File: config.mk
export PLATFORM = sky130hd
export DESIGN_NAME = pipe_ctrl_gen
export DESIGN_NICKNAME = d
export VERILOG_FILES = /design/src/rtl/pipe_ctrl_gen.sv
export SDC_FILE = /design/constraint.sdc
export NUM_CORES = 1
export LEC_CHECK = 0
export CAP_MARGIN = 20
export CORE_ASPECT_RATIO = 0.9
export CORE_MARGIN = 1.5
export CORE_UTILIZATION = 37
export DETAILED_ROUTE_END_ITERATION = 8
export PLACE_DENSITY = 0.78
export SYNTH_ARGS = -nofsm -noshare
export SYNTH_HDL_FRONTEND = slang
export SYNTH_SLANG_ARGS = --single-unit
export TNS_END_PERCENT = 50
File: constraint.sdc
create_clock -name clk_i -period 1.8 [get_ports clk_i]
set_input_delay 0.27 -clock clk_i [delete_from_list [all_inputs] [get_ports clk_i]]
set_output_delay 0.27 -clock clk_i [all_outputs]
set_load 0.05 [all_outputs]
File: src/rtl/pipe_ctrl_gen.sv
// Pipeline stall/flush/redirect controller for the in-order core, with held redirects and a stall watchdog.
// Optional performance counters are compiled in when PIPE_PERF_CNT_EN is defined.
module pipe_ctrl_gen #(
    parameter int NUM_STAGES     = 6,
    parameter int ADDR_WIDTH     = 32,
    parameter int REDIRECT_STAGE = 3,
    parameter int WDOG_MAX       = 255
) (
    input  logic                  clk_i,
    input  logic                  rst_i,
    input  logic [NUM_STAGES-1:0] stallreq_i,
    input  logic                  jump_en_i,
    input  logic [ADDR_WIDTH-1:0] jump_addr_i,
    input  logic                  trap_en_i,
    input  logic [ADDR_WIDTH-1:0] trap_addr_i,
    output logic [NUM_STAGES-1:0] stall_o,
    output logic [NUM_STAGES-1:0] flush_o,
    output logic                  redirect_o,
    output logic [ADDR_WIDTH-1:0] new_pc_o,
    output logic                  pending_o,
    output logic                  watchdog_o,
    output logic [31:0]           stall_cycles_o,
    output logic [31:0]           redirect_cnt_o
);

    typedef enum logic [2:0] {
        SEL_NONE,
        SEL_TRAP,
        SEL_JUMP,
        SEL_HOLD,
        SEL_PEND
    } sel_t;

    function automatic logic [NUM_STAGES-1:0] range_mask(input int lo, input int hi);
        logic [NUM_STAGES-1:0] m;
        m = '0;
        for (int j = 0; j < NUM_STAGES; j++) begin
            m[j] = (j >= lo) && (j <= hi);
        end
        return m;
    endfunction

    localparam logic [NUM_STAGES-1:0] TRAP_FLUSH  = range_mask(1, NUM_STAGES - 2);
    localparam logic [NUM_STAGES-1:0] REDIR_FLUSH = range_mask(1, REDIRECT_STAGE - 1);
    localparam logic [NUM_STAGES-1:0] REDIR_LOW   = range_mask(0, REDIRECT_STAGE - 1);
    localparam logic [NUM_STAGES-1:0] BLK_MASK    = range_mask(REDIRECT_STAGE, NUM_STAGES - 1);
    localparam logic [15:0]           WDOG_LIM    = 16'(WDOG_MAX);

    logic [NUM_STAGES-1:0] base_stall;
    logic [NUM_STAGES-1:0] base_flush;
    logic [NUM_STAGES-1:0] stall_c;
    logic [NUM_STAGES-1:0] flush_c;
    logic                  redirect_c;
    logic [ADDR_WIDTH-1:0] new_pc_c;
    logic                  blk;
    sel_t                  sel;

    logic                  pending;
    logic [ADDR_WIDTH-1:0] pend_addr;
    logic [15:0]           wdog_cnt;
    logic                  wdog_flag;

    // Everything at or below the highest requester holds; the register just above it takes a bubble.
    always_comb begin
        int  top;
        logic any;
        top        = 0;
        any        = 1'b0;
        base_stall = '0;
        base_flush = '0;
        for (int j = 0; j < NUM_STAGES; j++) begin
            if (stallreq_i[j]) begin
                top = j;
                any = 1'b1;
            end
        end
        for (int j = 0; j < NUM_STAGES; j++) begin
            base_stall[j] = any && (j <= top);
            base_flush[j] = any && (j == top + 1);
        end
    end

    assign blk = |(stallreq_i & BLK_MASK);

    always_comb begin
        sel = SEL_NONE;
        if (trap_en_i) begin
            sel = SEL_TRAP;
        end else if (jump_en_i && !blk) begin
            sel = SEL_JUMP;
        end else if (jump_en_i) begin
            sel = SEL_HOLD;
        end else if (pending && !blk) begin
            sel = SEL_PEND;
        end
    end

    // NOTE: every output gets a default first so no path through the case leaves a latch.
    always_comb begin
        stall_c    = base_stall;
        flush_c    = base_flush;
        redirect_c = 1'b0;
        new_pc_c   = '0;
        case (sel)
            SEL_TRAP: begin
                stall_c    = '0;
                flush_c    = TRAP_FLUSH;
                redirect_c = 1'b1;
                new_pc_c   = trap_addr_i;
            end
            SEL_JUMP, SEL_PEND: begin
                stall_c    = base_stall & ~REDIR_LOW;
                flush_c    = base_flush | REDIR_FLUSH;
                redirect_c = 1'b1;
                new_pc_c   = (sel == SEL_JUMP) ? jump_addr_i : pend_addr;
            end
            default: ;
        endcase
    end

    // While reset is held the outputs are forced quiet regardless of inputs.
    assign stall_o    = rst_i ? stall_c    : '0;
    assign flush_o    = rst_i ? flush_c    : '0;
    assign redirect_o = rst_i ? redirect_c : 1'b0;
    assign new_pc_o   = rst_i ? new_pc_c   : '0;
    assign pending_o  = rst_i ? pending    : 1'b0;
    assign watchdog_o = rst_i ? wdog_flag  : 1'b0;

    // NOTE: state registers use non-blocking assignments so all flops update from pre-edge values.
    always_ff @(posedge clk_i or negedge rst_i) begin
        if (!rst_i) begin
            pending   <= 1'b0;
            pend_addr <= '0;
        end else begin
            case (sel)
                SEL_HOLD: begin
                    pending   <= 1'b1;
                    pend_addr <= jump_addr_i;
                end
                SEL_TRAP, SEL_JUMP, SEL_PEND: pending <= 1'b0;
                default: ;
            endcase
        end
    end

    always_ff @(posedge clk_i or negedge rst_i) begin
        if (!rst_i) begin
            wdog_cnt  <= '0;
            wdog_flag <= 1'b0;
        end else begin
            if (stall_c == '0 || trap_en_i) begin
                wdog_cnt <= '0;
            end else if (wdog_cnt != WDOG_LIM) begin
                wdog_cnt <= wdog_cnt + 16'd1;
            end
            if (wdog_cnt == WDOG_LIM) begin
                wdog_flag <= 1'b1;
            end
        end
    end

`ifdef PIPE_PERF_CNT_EN
    logic [31:0] stall_cycles;
    logic [31:0] redirect_cnt;

    always_ff @(posedge clk_i or negedge rst_i) begin
        if (!rst_i) begin
            stall_cycles <= '0;
            redirect_cnt <= '0;
        end else begin
            if (stall_c[0]) begin
                stall_cycles <= stall_cycles + 32'd1;
            end
            if (redirect_c) begin
                redirect_cnt <= redirect_cnt + 32'd1;
            end
        end
    end

    assign stall_cycles_o = stall_cycles;
    assign redirect_cnt_o = redirect_cnt;
`else
    assign stall_cycles_o = '0;
    assign redirect_cnt_o = '0;
`endif

endmodule
# Word level (Yosys, flattened, before mapping)
# Index checks and enable logic that the tools add are counted.
[word_totals]
output_inout_bits = 111
in_bits = 74
elab_cells = 75
ff_bits = 50
[classes]
mux = 29
n_eq_ne = 11
magnitude_cmp = 6
n_reduce_logical = 23
addsub = 2
[ops]
columns = ["operator", "count"]
rows = [
  ["32-bit 2-to-1 mux", 4],
  ["3-bit by 32-bit == test with 1-bit output, first input constant", 2],
  ["4-bit by 32-bit == test with 1-bit output, first input constant", 2],
  ["3-bit by 32-bit less-or-equal comparator with 1-bit output, first input constant", 2],
  ["4-bit by 32-bit less-or-equal comparator with 1-bit output, first input constant", 2],
  ["32-bit one-hot mux with 2 select lines", 1],
  ["32-bit by 2-bit adder with 32-bit output, second input constant", 1],
  ["2-bit by 32-bit == test with 1-bit output, first input constant", 1],
  ["1-bit by 32-bit less-or-equal comparator with 1-bit output, first input constant", 1],
  ["2-bit by 32-bit less-or-equal comparator with 1-bit output, first input constant", 1],
  ["32-bit zero test", 1],
  ["16-bit 2-to-1 mux", 2],
  ["6-bit one-hot mux with 2 select lines", 2],
  ["16-bit by 1-bit adder with 16-bit output, second input constant", 1],
  ["16-bit by 8-bit == test with 1-bit output, second input constant", 1],
  ["16-bit by 8-bit inequality test with 1-bit output, second input constant", 1],
  ["1-bit logical AND", 14],
  ["3-bit 2-to-1 mux", 4],
  ["6-bit 2-to-1 mux", 2],
  ["1-bit 2-to-1 mux", 11],
  ["3-bit by 2-bit == test with 1-bit output, second input constant", 2],
  ["6-bit zero test", 1],
  ["3-bit OR reduction", 2],
  ["2-bit 2-to-1 mux", 2],
  ["other kinds (7)", 8],
]

# Logic depth before layout (Yosys ltp)
# Gate-level depths: netlist of the first run.
[logic_depth]
ltp_word = 13
ltp_mapped = 9
mapped_depth_nobuf = 7

# Least setup slack after synthesis of the first run
# Ideal clock, no wire load.
[synth_timing]
kind = "input to output"
startpoint = "input stallreq_i[5]"
endpoint = "output flush_o[1]"
arrival_time_ns = 2.423
n_path_buf = 0
required_time_ns = 1.530
setup_slack_ns = -0.893
stages = 5
path_cell_list = "nor2_1 > nand2_1 > ha_1 > nand4b_1 > o31ai_1"
[synth_via]
elab_chain_len = 11
elab_cells_between_ends = 19
classes_between = "add/sub (1); eq/ne (4); mux (8); reduce/logical (6)"
[synth_lines]
columns = ["item", "line", "rtl"]
rows = [
  ["start, declared", "11", "input logic [NUM_STAGES-1:0] stallreq_i,"],
  ["parallel branches: the longest is 9 deep, another holds 32-bit by 2-bit adder with 32-bit output", "--", ""],
  ["6-bit one-hot mux with 2 select lines (*)", "104", "case (sel)"],
  ["6-bit 2-to-1 mux (*)", "123", "assign flush_o = rst_i ? flush_c : '0;"],
  ["end, declared", "17", "output logic [NUM_STAGES-1:0] flush_o,"],
]
# Mark *: on every way between the ends.

# Worst setup path in the final report of the first run
[layout_timing]
startpoint = "input stallreq_i[3]"
endpoint = "output new_pc_o[10]"
[layout_via]
elab_chain_len = 11
elab_cells_between_ends = 15
classes_between = "eq/ne (3); mux (7); reduce/logical (5)"
[layout_lines]
columns = ["item", "line", "rtl"]
rows = [
  ["3-bit OR reduction (*)", "83", "assign blk = |(stallreq_i & BLK_MASK);"],
  ["1-bit zero test (*)", "89, 93", ""],
  ["1-bit logical AND", "93", "end else if (pending && !blk) begin"],
  ["3-bit 2-to-1 mux", "93", ""],
  ["3-bit 2-to-1 mux", "91", "end else if (jump_en_i) begin"],
  ["3-bit 2-to-1 mux (*)", "89", "end else if (jump_en_i && !blk) begin"],
  ["3-bit 2-to-1 mux (*)", "87", "if (trap_en_i) begin"],
  ["3-bit by 2-bit == test with 1-bit output / 3-bit == test (equally long branches)", "104, 115", ""],
  ["32-bit 2-to-1 mux / 2-bit OR reduction (equally long branches)", "115, 104", ""],
  ["32-bit one-hot mux with 2 select lines (*)", "104", ""],
  ["32-bit 2-to-1 mux (*)", "125", "assign new_pc_o = rst_i ? new_pc_c : '0;"],
  ["end, declared", "19", "output logic [ADDR_WIDTH-1:0] new_pc_o,"],
]
# Mark *: on every way between the ends. The rest lies on a longest branch, timed or not.

==> run metrics, run 1 <==
Final Hold Vio Count 0; initial core utilization 0.381; Critical Setup Path Class primary input to output port; yosys warns 0; Layout Skew 0.00657 ns; Layout Area Growth over Synthesis 66.1%; Core Util, Final 0.632; clk root buf clkbuf_8; failing checks setup timing; TritonRoute pass-1 iters 4; most frequent cells in the layout clkdlybuf4s50_1, conb_1, dfrtp_1; commonest non-fill, non-tap cell in the layout clkdlybuf4s50_1; layout cells sized above 1 0.403; part of the Yosys area used for sequential elements 0.339; Initial DRC Count 172; CP peak stage delay 0.53 ns; Post-Syn Area per Cell ~8.9 um2; Die Y 97.8 um; Final WS setup -0.264 ns; via count 3482; # rows 34; asr flop ratio synth 1.00; Port Buffers 120; CP top delay family simple AND/OR/NAND/NOR gates; maximum VDD drop 298 uV; Setup TNS Final -7.68 ns; CP Capture Type output port; min cycle time layout between 2 and 2.5 ns; pin count of the biggest net entering global routing 30; GRT overflow 0; crit-path cells buf_6 -> or3_4 -> or3_4 -> o21ai_2 -> and2_4 -> buf_12; Synth Instances 413; CTS tree done; Die Wd 108 um; Synth Cell Area 0.00369 mm2; r2r endpoint wdog_cnt[2]; run status finished, violations left; gr usage total 0.205; most common flop cell mapped by yosys dfrtp_1; # diodes 0; DRC viols 0; unrepaired setup endpoints after global routing true; Worst path most repeated cell or3_4; nets@finish roughly 650; clk_lat worst skew approximately 0.30 ns; number of global-route vias before repair around 3500; Req. time, crit path between 1.5 and 2 ns; cells on worst reg2reg path 4; HPWL after DPL around 7.5 mm; # setup viols final 49; Inserted Clock Buffers 5; htree depth 2; HP Class primary input to async pin; Peak Freq 485 MHz; crit path max fanout 8; Final Cycle Share 1.15; Post-synth EDFFs 0; RR Startpoint wdog_cnt[8]; Max Slew Vio Count 0; first-pass GRT wire length around 17 mm; post-route ant nets 0; clk slew on worst S/H paths about 0.090 ns; Crit path buffers/inverters 2; PD cells between 500 and 600 mW/mm2; slowest cell on the critical path or3_4; Routed Wire Length about 11 mm; core area just under 0.01 mm2; Yosys cell types 43; drt wl/cell ~16 um; WP data arrival 1.79 ns; IO Pins roughly 190; CTS Buffer Depth 2; number of synthesized register bits 50; Num Clock Sinks 50; Static Leak approximately 2.7 nW; Startpoint Class primary input; Worst R2R Setup Slack -0.09 ns; MaxCap Viol Count 0; initial antenna violation count 0; die footprint approximately 0.011 mm2; Placer Congestion just over 0.9; Via density between 4 and 5
-- per-layer routing --
| metal | GRT usage | up-vias | wire [um] |
|---|---|---|---|
| met4 | 0.0698 | 0 | 265 |
| li1 | - | 1619 | - |
| met1 | 0.243 | 1690 | 4230 |
| met5 | 0 | - | 0 |
| met3 | 0.0367 | 20 | 809 |
| met2 | 0.369 | 153 | 5930 |
-- cells by family (layout without fill, tap and decap cells) --
group,after synthesis,in the layout,share of synthesized area
AOI/OAI and AO/OA,54,54,0.0780
xor gates and xnor gates,8,8,0.0190
adders and majority gates,3,3,0.0102
buffers and inverters,90,186,0.158
DFF,50,50,0.339
muxes,64,64,0.184
other,1,64,0.00102
and+or+nand+nor,143,147,0.211
-- report_power, final --
group / switching (mW) / total, mW / internal, mW
Clock: 0.347 / 0.644 / 0.297
Combinational: 0.858 / 1.52 / 0.659
Sequential: 0.0686 / 1.32 / 1.25
-- sequential cells by signal (all words and copies together) (netlist names) --
| name | flops |
|---|---|
| wdog_cnt | 16 |
| pending | 1 |
| wdog_flag | 1 |
| pend_addr | 32 |
-- final cells by class --
class / count / area, um2
Timing Repair Buffer: 175 / 2160
Tap cell: 126 / 158
Clock buffer: 6 / 82.6
Sequential cell: 50 / 1250
Inverter: 5 / 21.3
Multi-Input combinational cell: 340 / 2460
Fill cell: 748 / 3570
-- through the flow --
step / hold slack (ns) / cells / power [mW] / worst slack, ns / cell area, um2
after global placement: 0.330 / 683 / 2.70 / -0.717 / 5690
after global routing: 0.0252 / 702 / 3.65 / -0.295 / 6130
after CTS: 0.00688 / 700 / 3.47 / -0.248 / 6020
after detailed placement: 0.332 / 683 / 2.73 / -0.782 / 5690
final: 0.00995 / 702 / 3.48 / -0.264 / 6130
after floorplan: -0.0256 / 476 / 2.27 / -0.229 / 4070
-- worst reg2reg max path, stage by stage, from the launching register on --
cell,delay (ns)
dfrtp_1,0.39
or4_4,0.56
or4_4,0.60
and3_4,0.18
nor3_2,0.09
-- timing repair --
item / 4_1_cts / 5_1_grt
gates cloned: 5 / 0
hold buffers: 0 / 0
resized for setup: 87 / 30
pin swaps: 31 / 11
setup buffers: 6 / 2
endpoints found under the setup margin: 89 / 53
-- how the worst max path moves through the flow --
stage                    to           from  slack [ns]  cells past startpoint
3_3_place_gp    new_pc_o[0]  stallreq_i[4]       -0.72                      6
6_report       new_pc_o[10]  stallreq_i[3]       -0.26                      6
2_1_floorplan    flush_o[1]  stallreq_i[5]       -0.23                      5
3_5_place_dp    new_pc_o[0]  stallreq_i[4]       -0.78                      6
4_1_cts        new_pc_o[24]  stallreq_i[3]       -0.25                      6
5_1_grt        new_pc_o[19]        pending       -0.29                      5
-- synth_stat cells, types with 2 or more instances --
cell / n / area, um2
a21oi_1: 8 / 40.0
a31oi_1: 2 / 12.5
and2_1: 36 / 225
buf_1: 2 / 7.51
buf_2: 4 / 20.0
buf_4: 64 / 480
clkbuf_1: 15 / 56.3
dfrtp_1: 50 / 1250
ha_1: 3 / 37.5
inv_1: 5 / 18.8
mux2_2: 31 / 349
mux2i_1: 32 / 320
nand2_1: 41 / 154
nand2b_1: 3 / 18.8
nand3_1: 5 / 25.0
nand4_1: 6 / 37.5
nor2_1: 17 / 63.8
nor2b_1: 3 / 18.8
nor3_1: 8 / 40.0
nor4_1: 5 / 31.3
o21a_1: 3 / 22.5
o21ai_0: 38 / 190
o31ai_1: 2 / 15.0
or3_1: 3 / 18.8
or4_4: 3 / 33.8
xnor2_1: 6 / 52.6
xor2_1: 2 / 17.5
Note: power is estimated with default switching activity, not from simulation.
==> run 2, diff against run 1 <==
--- a/config.mk
+++ b/config.mk
@@ -7,7 +7,7 @@
 export LEC_CHECK = 0
 export CAP_MARGIN = 20
 export CORE_ASPECT_RATIO = 0.9
-export CORE_MARGIN = 1.5
+export CORE_MARGIN = 1
 export CORE_UTILIZATION = 37
 export DETAILED_ROUTE_END_ITERATION = 8
 export PLACE_DENSITY = 0.78
==> run metrics, run 2 (synthesized netlist as in run 1, its figures left out) <==
Critical Setup Path Class primary input to output port; Power Total 3.68 mW (+5.7%); Clock Power Share 0.222 (+0.037); Layout Skew 0.00761 ns (+0.00104 ns); IO Pins 185 (unchanged); Net Switching 1.30 mW (+2.3%); Setup TNS Final -7.26 ns (+0.424 ns); CTS Buffer Depth 2 (unchanged); Die Wd 107 um (-0.92%); Final Cycle Share 1.13 (-0.0206); quantity of hold-fixing buffers added after cts 0 (unchanged); min cycle time layout 2.03 ns (-0.0370 ns); Initial DRC Count 201 (+17%); # diodes 0 (unchanged); nets@finish 651 (-0.46%); Routed Wire Length 10.8 mm (-3.6%); HPWL after DPL 7.40 mm (-1.4%); number of fill cells 749 (+0.13%); Via density 4.87 (-1.9%); crit-path cells buf_6 -> or3_4 -> or3_4 -> o21ai_1 -> and2_4 -> buf_12; commonest non-fill, non-tap cell in the layout clkdlybuf4s50_1; most frequent cells in the layout clkdlybuf4s50_1, conb_1, buf_12; slowest cell on the critical path or3_4; Switching Fraction 0.354 (-0.0116); Req. time, crit path 1.53 ns (about the same); MaxCap Viol Count 0 (unchanged); core area 0.00970 mm2 (unchanged); layout cells sized above 1 0.416 (+0.0136); CTS tree done; Max Slew Vio Count 0 (unchanged); Post-DP Area 0.00569 mm2 (about the same); largest reg by FF count pend_addr; r2r endpoint wdog_cnt[0]; run status finished, violations left; register area 0.00125 mm2 (unchanged); maximum VDD drop 355 uV (+19%); # setup viols final 46 (-6.1%); TritonRoute pass-1 iters 4 (unchanged); clk slew on worst S/H paths 0.09 ns (about the same); Pint 2.37 mW (+7.6%); Placer Congestion 0.839 (-7.6%); failing checks setup timing; drt wl/cell 15.5 um (-3.3%); Final Hold Vio Count 0 (unchanged); cells on worst reg2reg path 4 (unchanged); sequential share of power 0.359 (-0.020); pre-CTS setup slack -0.642 ns (+0.140 ns); Peak Freq 493 MHz (+1.8%); WHS 0.0436 ns (+0.0336 ns); max FFs per register 32 (unchanged); number of global-route vias before repair 3381 (-2.8%); fin area 0.00623 mm2 (+1.7%); DRC viols 0 (unchanged); unrepaired setup endpoints after global routing true; Inserted Clock Buffers 5 (unchanged); Gate power share 0.419 (-0.017); Num Clock Sinks 50 (unchanged); Layout Area Growth over Synthesis 68.9%; post-route ant nets 0 (unchanged); Multi-input gate area 0.00250 mm2 (+1.4%); crit path max fanout 8 (unchanged); clk root buf clkbuf_8; initial antenna violation count 0 (unchanged); RR Startpoint wdog_cnt[9]; PD cells 590 mW/mm2 (+3.9%); Worst R2R Setup Slack -0.11 ns (-0.02 ns); Static Leak 2.69 nW (+1.3%); Port Buffers 120 (unchanged); Startpoint Class primary input; HP Class primary input to async pin; die footprint 0.0104 mm2 (-1.9%); GRT overflow 0 (unchanged); CP peak stage delay 0.49 ns (-0.04 ns); gr usage total 0.208 (+0.00307); initial core utilization 0.381 (unchanged); # rows 34 (unchanged); Die Y 96.8 um (-1.0%); largest registers pend_addr x32, wdog_cnt x16; CP Capture Type output port; clk_lat worst skew 0.30 ns (about the same); WP data arrival 1.76 ns (-0.03 ns); htree depth 2 (unchanged); Worst path most repeated cell or3_4; via count 3406 (-2.2%); first-pass GRT wire length 17.0 mm (+0.12%); Final WS setup -0.227 ns (+0.0370 ns); pin count of the biggest net entering global routing 47 (+57%)
run 2: power groups by stage:
stage / Combinational [mW] / Sequential [mW] / Clock [mW]
detailed placement: 1.40 / 1.34 / 0
floorplan: 0.954 / 1.32 / 0
finish: 1.54 / 1.32 / 0.817
global route: 1.63 / 1.34 / 0.877
global placement: 1.38 / 1.33 / 0
CTS: 1.52 / 1.32 / 0.831
run 2: layout make-up:
cell class              count  share of cell area
multi-input cells         340               0.400
repair buffers            172               0.352
flip-flops and latches     50               0.201
well taps                 126              0.0253
clock buffers               6              0.0132
clock inverters             1             0.00482
inverters                   5             0.00341
run 2: what timing repair did:
item / in CTS / in global routing
setup endpoints to repair: 92 / 50
pin swaps: 42 / 13
gates resized for setup: 107 / 22
gates cloned: 6 / 0
buffers inserted: 5 / 2
endpoints found under the hold margin: 0 / 0
run 2: metrics by stage:
stage | utilization | std cells
final | 0.643 | 700
after global routing | 0.643 | 700
after CTS | 0.633 | 698
after detailed placement | 0.586 | 680
after global placement | 0.586 | 680
after floorplan | - | 476
run 2: layer usage:
metal,vias to the layer above,track usage,wire length [um]
met5,-,0,0
met3,13,0.0364,572
met4,0,0.0253,86
li1,1614,-,-
met1,1640,0.260,4460
met2,139,0.381,5710
run 2: worst max-delay path, delay by kind of cell:
| family | cells | cell delay (ns) |
|---|---|---|
| AND/OR/NAND/NOR | 3 | 1.09 |
| buffers and inverters | 2 | 0.22 |
| AO/OA/AOI/OAI | 1 | 0.17 |
run 2: how the worst max path moves through the flow:
stage	start	to	slack [ns]
after CTS	stallreq_i[4]	flush_o[2]	-0.21
final	stallreq_i[3]	new_pc_o[1]	-0.23
after global routing	stallreq_i[3]	new_pc_o[27]	-0.25
after floorplan	stallreq_i[5]	flush_o[1]	-0.23
after global placement	stallreq_i[5]	new_pc_o[2]	-0.59
after detailed placement	stallreq_i[5]	new_pc_o[31]	-0.64
==> RTL edit 1, RTL diff (config.mk and constraints of run 1) <==
Change the parameter `ADDR_WIDTH` from 32 to 36.
--- a/src/rtl/pipe_ctrl_gen.sv
+++ b/src/rtl/pipe_ctrl_gen.sv
@@ -2,7 +2,7 @@
 // Optional performance counters are compiled in when PIPE_PERF_CNT_EN is defined.
 module pipe_ctrl_gen #(
     parameter int NUM_STAGES     = 6,
-    parameter int ADDR_WIDTH     = 32,
+    parameter int ADDR_WIDTH     = 36,
     parameter int REDIRECT_STAGE = 3,
     parameter int WDOG_MAX       = 255
 ) (
Interface: changed (resized jump_addr_i, new_pc_o and trap_addr_i); port bits go from 185 to 197. The function was not compared with the original's and may differ.
==> RTL edit 1 against run 1 <==
- the flow still finishes with violations (setup timing)
- sequential power up 9%
- utilization up 5.4 points
- critical path depth up 3
- via count up 0.32%
- register-to-register slack better by 0.06 ns
- fmax down 12%
- wire length up 9.9%
- sequential cell count up 4
- largest cell class is now buffers
- power up 3.8%
- design area up 3.5%
- area after synthesis down 3.0%
- highest routed layer unchanged
- worst setup slack worse by 0.27 ns
- clock skew up 0.013 ns
- combinational power down 3%
==> RTL edit 1: results (changes against run 1) <==
| Parameter | This run | Change |
|:---|:---|:---|
| Result of the run | complete, but fails checks |  |
| Violated checks | setup timing |  |
| Bufs on Longest Clock Path | 2 | unchanged |
| Number of placed instances, taps included | 641 | -6.1% |
| Input/output buffers | 132 | +10% |
| Registers with the most flip-flops | pend_addr (36), wdog_cnt (16) |  |
| Skew-Pair Late Insertion Delay | 0.32 ns | +0.02 ns |
| Cell leakage power | 0.00256 µW | -3.4% |
| Area after DPL | 5860 µm² | +3.0% |
| Drc violations | 0 | unchanged |
| Critical-path maximum fanout | 12 | +4 |
| Post-layout net count | 627 | -4.1% |
| Number of DRC violations after detailed-routing iteration 0 | 285 | +66% |
| Half-perimeter wire length of the detailed placement result | 8410 µm | +12% |
| Fraction of layout instances using a drive strength above 1 | 41.0% | +0.71 points |
| Proportion of synthesized chip area in sequential cells | 37.7% | +3.9 points |
| Worst r2r path cells | 5 | +1 |
| Setup slack of the worst register-to-register path | -0.03 ns | +0.06 ns |
| Cell at the root of the clock tree | sky130_fd_sc_hd__clkbuf_8 |  |
| Final WS setup | -0.537 ns | -0.273 ns |
| Post-Synthesis Mean Instance Area | 9.70 µm² | +8.5% |
| Number of distinct standard cells referenced by the synthesized netlist | 42 | -2.3% |
| Worst-case clock skew | 0.0200 ns | +0.0134 ns |
| GPL Wtd Cong | 0.895 | -1.5% |
| Worst Hold Margin | 0.157 ns | +0.147 ns |
| Largest net degree at the start of global routing | 44 | +47% |
| Routed WL per cell | 18.5 µm | +16% |
| Reg-to-reg critical path startpoint | wdog_cnt[11] |  |
| Peak supply drop | 0.332 mV | +11% |
| First-pass detailed-route iteration total | 8 | +4 |
| Number of global-route vias before repair | 3,541 | +1.8% |
| Sum Neg Setup Slack | -20.28 ns | -12.60 ns |
| Global-route wire length before repair | 18,700 µm | +10% |
| Min-delay worst type | in2async |  |
| Most numerous cell types in the synthesized netlist | sky130_fd_sc_hd__buf_4, sky130_fd_sc_hd__nor2_1, sky130_fd_sc_hd__dfrtp_1 |  |
| Initial antenna violation count | 0 | unchanged |
| Async set or reset register ratio after synthesis | 100% | unchanged |
| Synthesis warning total | 0 | unchanged |
| Number of levels the H-tree was split into | 2 | unchanged |
| Number of antenna diodes | 0 | unchanged |
| Clock-pin slew on the worst setup and hold paths | 0.11 ns | +0.02 ns |
| Number of non-filler instances in the completed layout | 666 | -5.1% |
| Worst slew pin tran | 0.702 ns |  |
| Biggest area contributors in the synthesized netlist | sky130_fd_sc_hd__dfrtp_1, sky130_fd_sc_hd__buf_4, sky130_fd_sc_hd__mux2_2, sky130_fd_sc_hd__a222oi_1, sky130_fd_sc_hd__nor2_1 |  |
| Critical Path AT | 2.07 ns | +0.28 ns |
| Routed vias/inst | 5.24 | +5.7% |
| Setup violations, final | 44 | -10% |
| R2R Path End | wdog_cnt[1] |  |
| Total routing resource utilization after global routing | 23.3% | +2.8 points |
| Number of clock buffers inserted by TritonCTS | 5 | unchanged |
## RTL edit 1: metal layers
| layer | vias up | global-route usage, % | share of wire (%) |
|---|---|---|---|
| met3 | 31 | 4.47 | 6.3 |
| met4 | 0 | 8.56 | 3.0 |
| met5 | - | 0 | 0 |
| met1 | 1713 | 27.2 | 38 |
| li1 | 1587 | - | - |
| met2 | 162 | 42.8 | 53 |
## RTL edit 1: cell type report
cell class	instances	area, µm²
Tap cell	122	153
Fill cell	651	2910
Clock inverter	2	16.3
Inverter	6	26.3
Sequential cell	54	1350
Multi-Input combinational cell	287	2230
Clock buffer	6	72.6
Timing Repair Buffer	189	2490
## RTL edit 1: per-stage QoR
stage / worst slack, ns / utilization [%]
finish: -0.537 / 68.6
global route: -0.595 / 68.6
CTS: -0.484 / 67.6
detailed placement: -0.709 / 63.3
global placement: -0.672 / 63.3
floorplan: -0.230 / -
## RTL edit 1: power breakdown
part / internal (µW) / switching (µW)
logic: 635 / 833
clock network: 281 / 421
registers: 1360 / 85.9
total: 2270 / 1340
## RTL edit 1: logic make-up after synthesis
| family | count (synthesis) | synth area share [%] |
|---|---|---|
| compound gates | 62 | 14.5 |
| xor+xnor | 7 | 1.71 |
| fa+ha+maj | 2 | 0.699 |
| buf+inv | 91 | 17.3 |
| flops | 54 | 37.7 |
| mux | 37 | 11.6 |
| other cells | 1 | 0.105 |
| simple gates | 115 | 16.4 |
## RTL edit 1: what timing repair did
action                                 4_1_cts  5_1_grt
gates cloned                                 4        1
setup buffers                               13        4
setup endpoints to repair                   55       56
pin swaps                                   14        6
resized for setup                           48       14
endpoints found under the hold margin        0        0
## RTL edit 1: worst max path at each step
stage | start | to | slack (ns) | cells after the start
CTS | stallreq_i[4] | new_pc_o[28] | -0.48 | 7
finish | stallreq_i[4] | new_pc_o[31] | -0.54 | 9
global placement | stallreq_i[5] | new_pc_o[21] | -0.67 | 7
floorplan | stallreq_i[3] | new_pc_o[0] | -0.23 | 4
global route | pending | new_pc_o[11] | -0.60 | 9
detailed placement | stallreq_i[5] | new_pc_o[20] | -0.71 | 7
## RTL edit 1: worst max-delay path, stage by stage
cell and delay (ns):
sky130_fd_sc_hd__buf_8 0.10, sky130_fd_sc_hd__or3_4 0.41, sky130_fd_sc_hd__buf_6 0.13, sky130_fd_sc_hd__buf_4 0.13, sky130_fd_sc_hd__nor2_4 0.21, sky130_fd_sc_hd__bufbuf_16 0.33, sky130_fd_sc_hd__a222oi_1 0.14, sky130_fd_sc_hd__nor2_4 0.19
sky130_fd_sc_hd__buf_12 0.15
==> RTL edit 2, RTL diff (settings of run 1) <==
Without the edit above. Put a register stage on the output `redirect_o`, cleared by the reset. The value now appears one clock later. The other outputs are not delayed to match.
--- a/src/rtl/pipe_ctrl_gen.sv
+++ b/src/rtl/pipe_ctrl_gen.sv
@@ -121,7 +121,13 @@
     // While reset is held the outputs are forced quiet regardless of inputs.
     assign stall_o    = rst_i ? stall_c    : '0;
     assign flush_o    = rst_i ? flush_c    : '0;
-    assign redirect_o = rst_i ? redirect_c : 1'b0;
+    always_ff @(posedge clk_i or negedge rst_i) begin
+        if (!rst_i) begin
+            redirect_o <= '0;
+        end else begin
+            redirect_o <= rst_i ? redirect_c : 1'b0;
+        end
+    end
     assign new_pc_o   = rst_i ? new_pc_c   : '0;
     assign pending_o  = rst_i ? pending    : 1'b0;
     assign watchdog_o = rst_i ? wdog_flag  : 1'b0;
Check against the original RTL: not equivalent (Yosys sat finds a counterexample within 4 cycles, from zero or initial values and one cycle with rst_i low).
==> RTL edit 2 against run 1 <==
- the run still ends with setup timing left
- design area up 3.7%
- power up 1.7%
- worst setup slack improved by 0.11 ns
- combinational power rose by 3%
- area after synthesis shrank 0.68%
- sequential cell count grew 1
- wire length is 9.9% lower
- die area fell by 0.66%
- highest routed layer unchanged
==> RTL edit 2: results (changes against run 1) <==
| Parameter | This run | Change |
|:---|:---|:---|
| Met1 layer usage reported by global route | 22.6% | -1.8 points |
| Setup Buffers After CTS | 17 | +11 |
| Combinational family with the most area after synthesis | buffers and inverters |  |
| Final WS setup | -0.158 ns | +0.106 ns |
| Setup violations, final | 38 | -22% |
| GPL Wtd Cong | 0.827 | -9.0% |
| Violated checks | setup timing |  |
| Met1 Wirelength | 3900 µm | -7.6% |
| Result of the run | complete, but fails checks |  |
| Peak supply drop | 0.345 mV | +15% |
| Reg-to-reg critical path startpoint | pending |  |
| Total length of routed met3 wires | 537 µm | -34% |
| Critical-path maximum fanout | 3 | -5 |
| Number of distinct standard cells referenced by the synthesized netlist | 53 | +23% |
| Layout filler cell count | 709 | -5.2% |
| Crit-path max cell delay | 0.40 ns | -0.13 ns |
| Portion of total power attributed to sequential cells | 38.5% | +0.6 points |
| Biggest area contributors in the synthesized netlist | sky130_fd_sc_hd__dfrtp_1, sky130_fd_sc_hd__buf_4, sky130_fd_sc_hd__mux2_2, sky130_fd_sc_hd__mux2i_1, sky130_fd_sc_hd__nand2_1 |  |
| Compound-Gate Fraction of Synth Area | 8.63% | +0.84 points |
| Post-layout net count | 619 | -5.4% |
| Global-route wire length before repair | 16,000 µm | -5.6% |
| Proportion of synthesized chip area in sequential cells | 34.8% | +0.91 points |
| Fraction of met2 tracks used by global routing | 35.5% | -1.4 points |
| Fraction of layout instances using a drive strength above 1 | 41.8% | +1.5 points |
| Critical Path AT | 1.69 ns | -0.10 ns |
==> RTL edit 2: cell count changes after synthesis, sizes merged, moves of 3 or more <==
cell / run 1 / this run
and2: 36 / 3
clkbuf: 15 / 4
buf: 70 / 77
nor2: 17 / 23
a21oi: 8 / 4
o21ai: 38 / 34
or4: 4 / 0
a21o: 0 / 3
o21a: 3 / 0
or3: 4 / 1
==> RTL edit 2: metrics by stage <==
step                      setup TNS (ns)  instance area (µm²)  hold WS [ns]  cells  setup slack, ns
final                              -4.42                 6360        0.0156    667           -0.158
after global routing               -7.80                 6360       0.00581    667           -0.241
after CTS                          -5.39                 6240       0.00185    664           -0.173
after detailed placement          -34.30                 5650         0.279    638           -0.607
after global placement            -29.74                 5650         0.279    638           -0.524
after floorplan                    -4.77                 4210       -0.0256    437           -0.238
==> RTL edit 2: how the worst max path moves through the flow <==
stage,from,slack (ns),end
2_1_floorplan,trap_en_i,-0.24,flush_o[5]
3_3_place_gp,stallreq_i[4],-0.52,flush_o[1]
3_5_place_dp,stallreq_i[4],-0.61,flush_o[1]
4_1_cts,pending,-0.17,flush_o[1]
5_1_grt,pending,-0.24,stall_o[1]
6_report,pending,-0.16,stall_o[1]
==> RTL edit 2: final cells by class <==
| cell class | count | area (µm²) | area share (%) |
|---|---|---|---|
| clock buffers | 5 | 68.8 | 1.08 |
| clock inverters | 1 | 7.51 | 0.118 |
| inverters | 3 | 11.3 | 0.177 |
| multi-input cells | 301 | 2560 | 40.3 |
| flip-flops and latches | 51 | 1280 | 20.1 |
| well taps | 126 | 158 | 2.48 |
| repair buffers | 180 | 2270 | 35.8 |
==> RTL edit 2: cells by family after synthesis <==
logic type | Yosys count
simple gates | 109
mux | 64
buf+inv | 85
flops | 51
fa+ha+maj | 3
compound gates | 53
other cells | 1
xor+xnor | 8
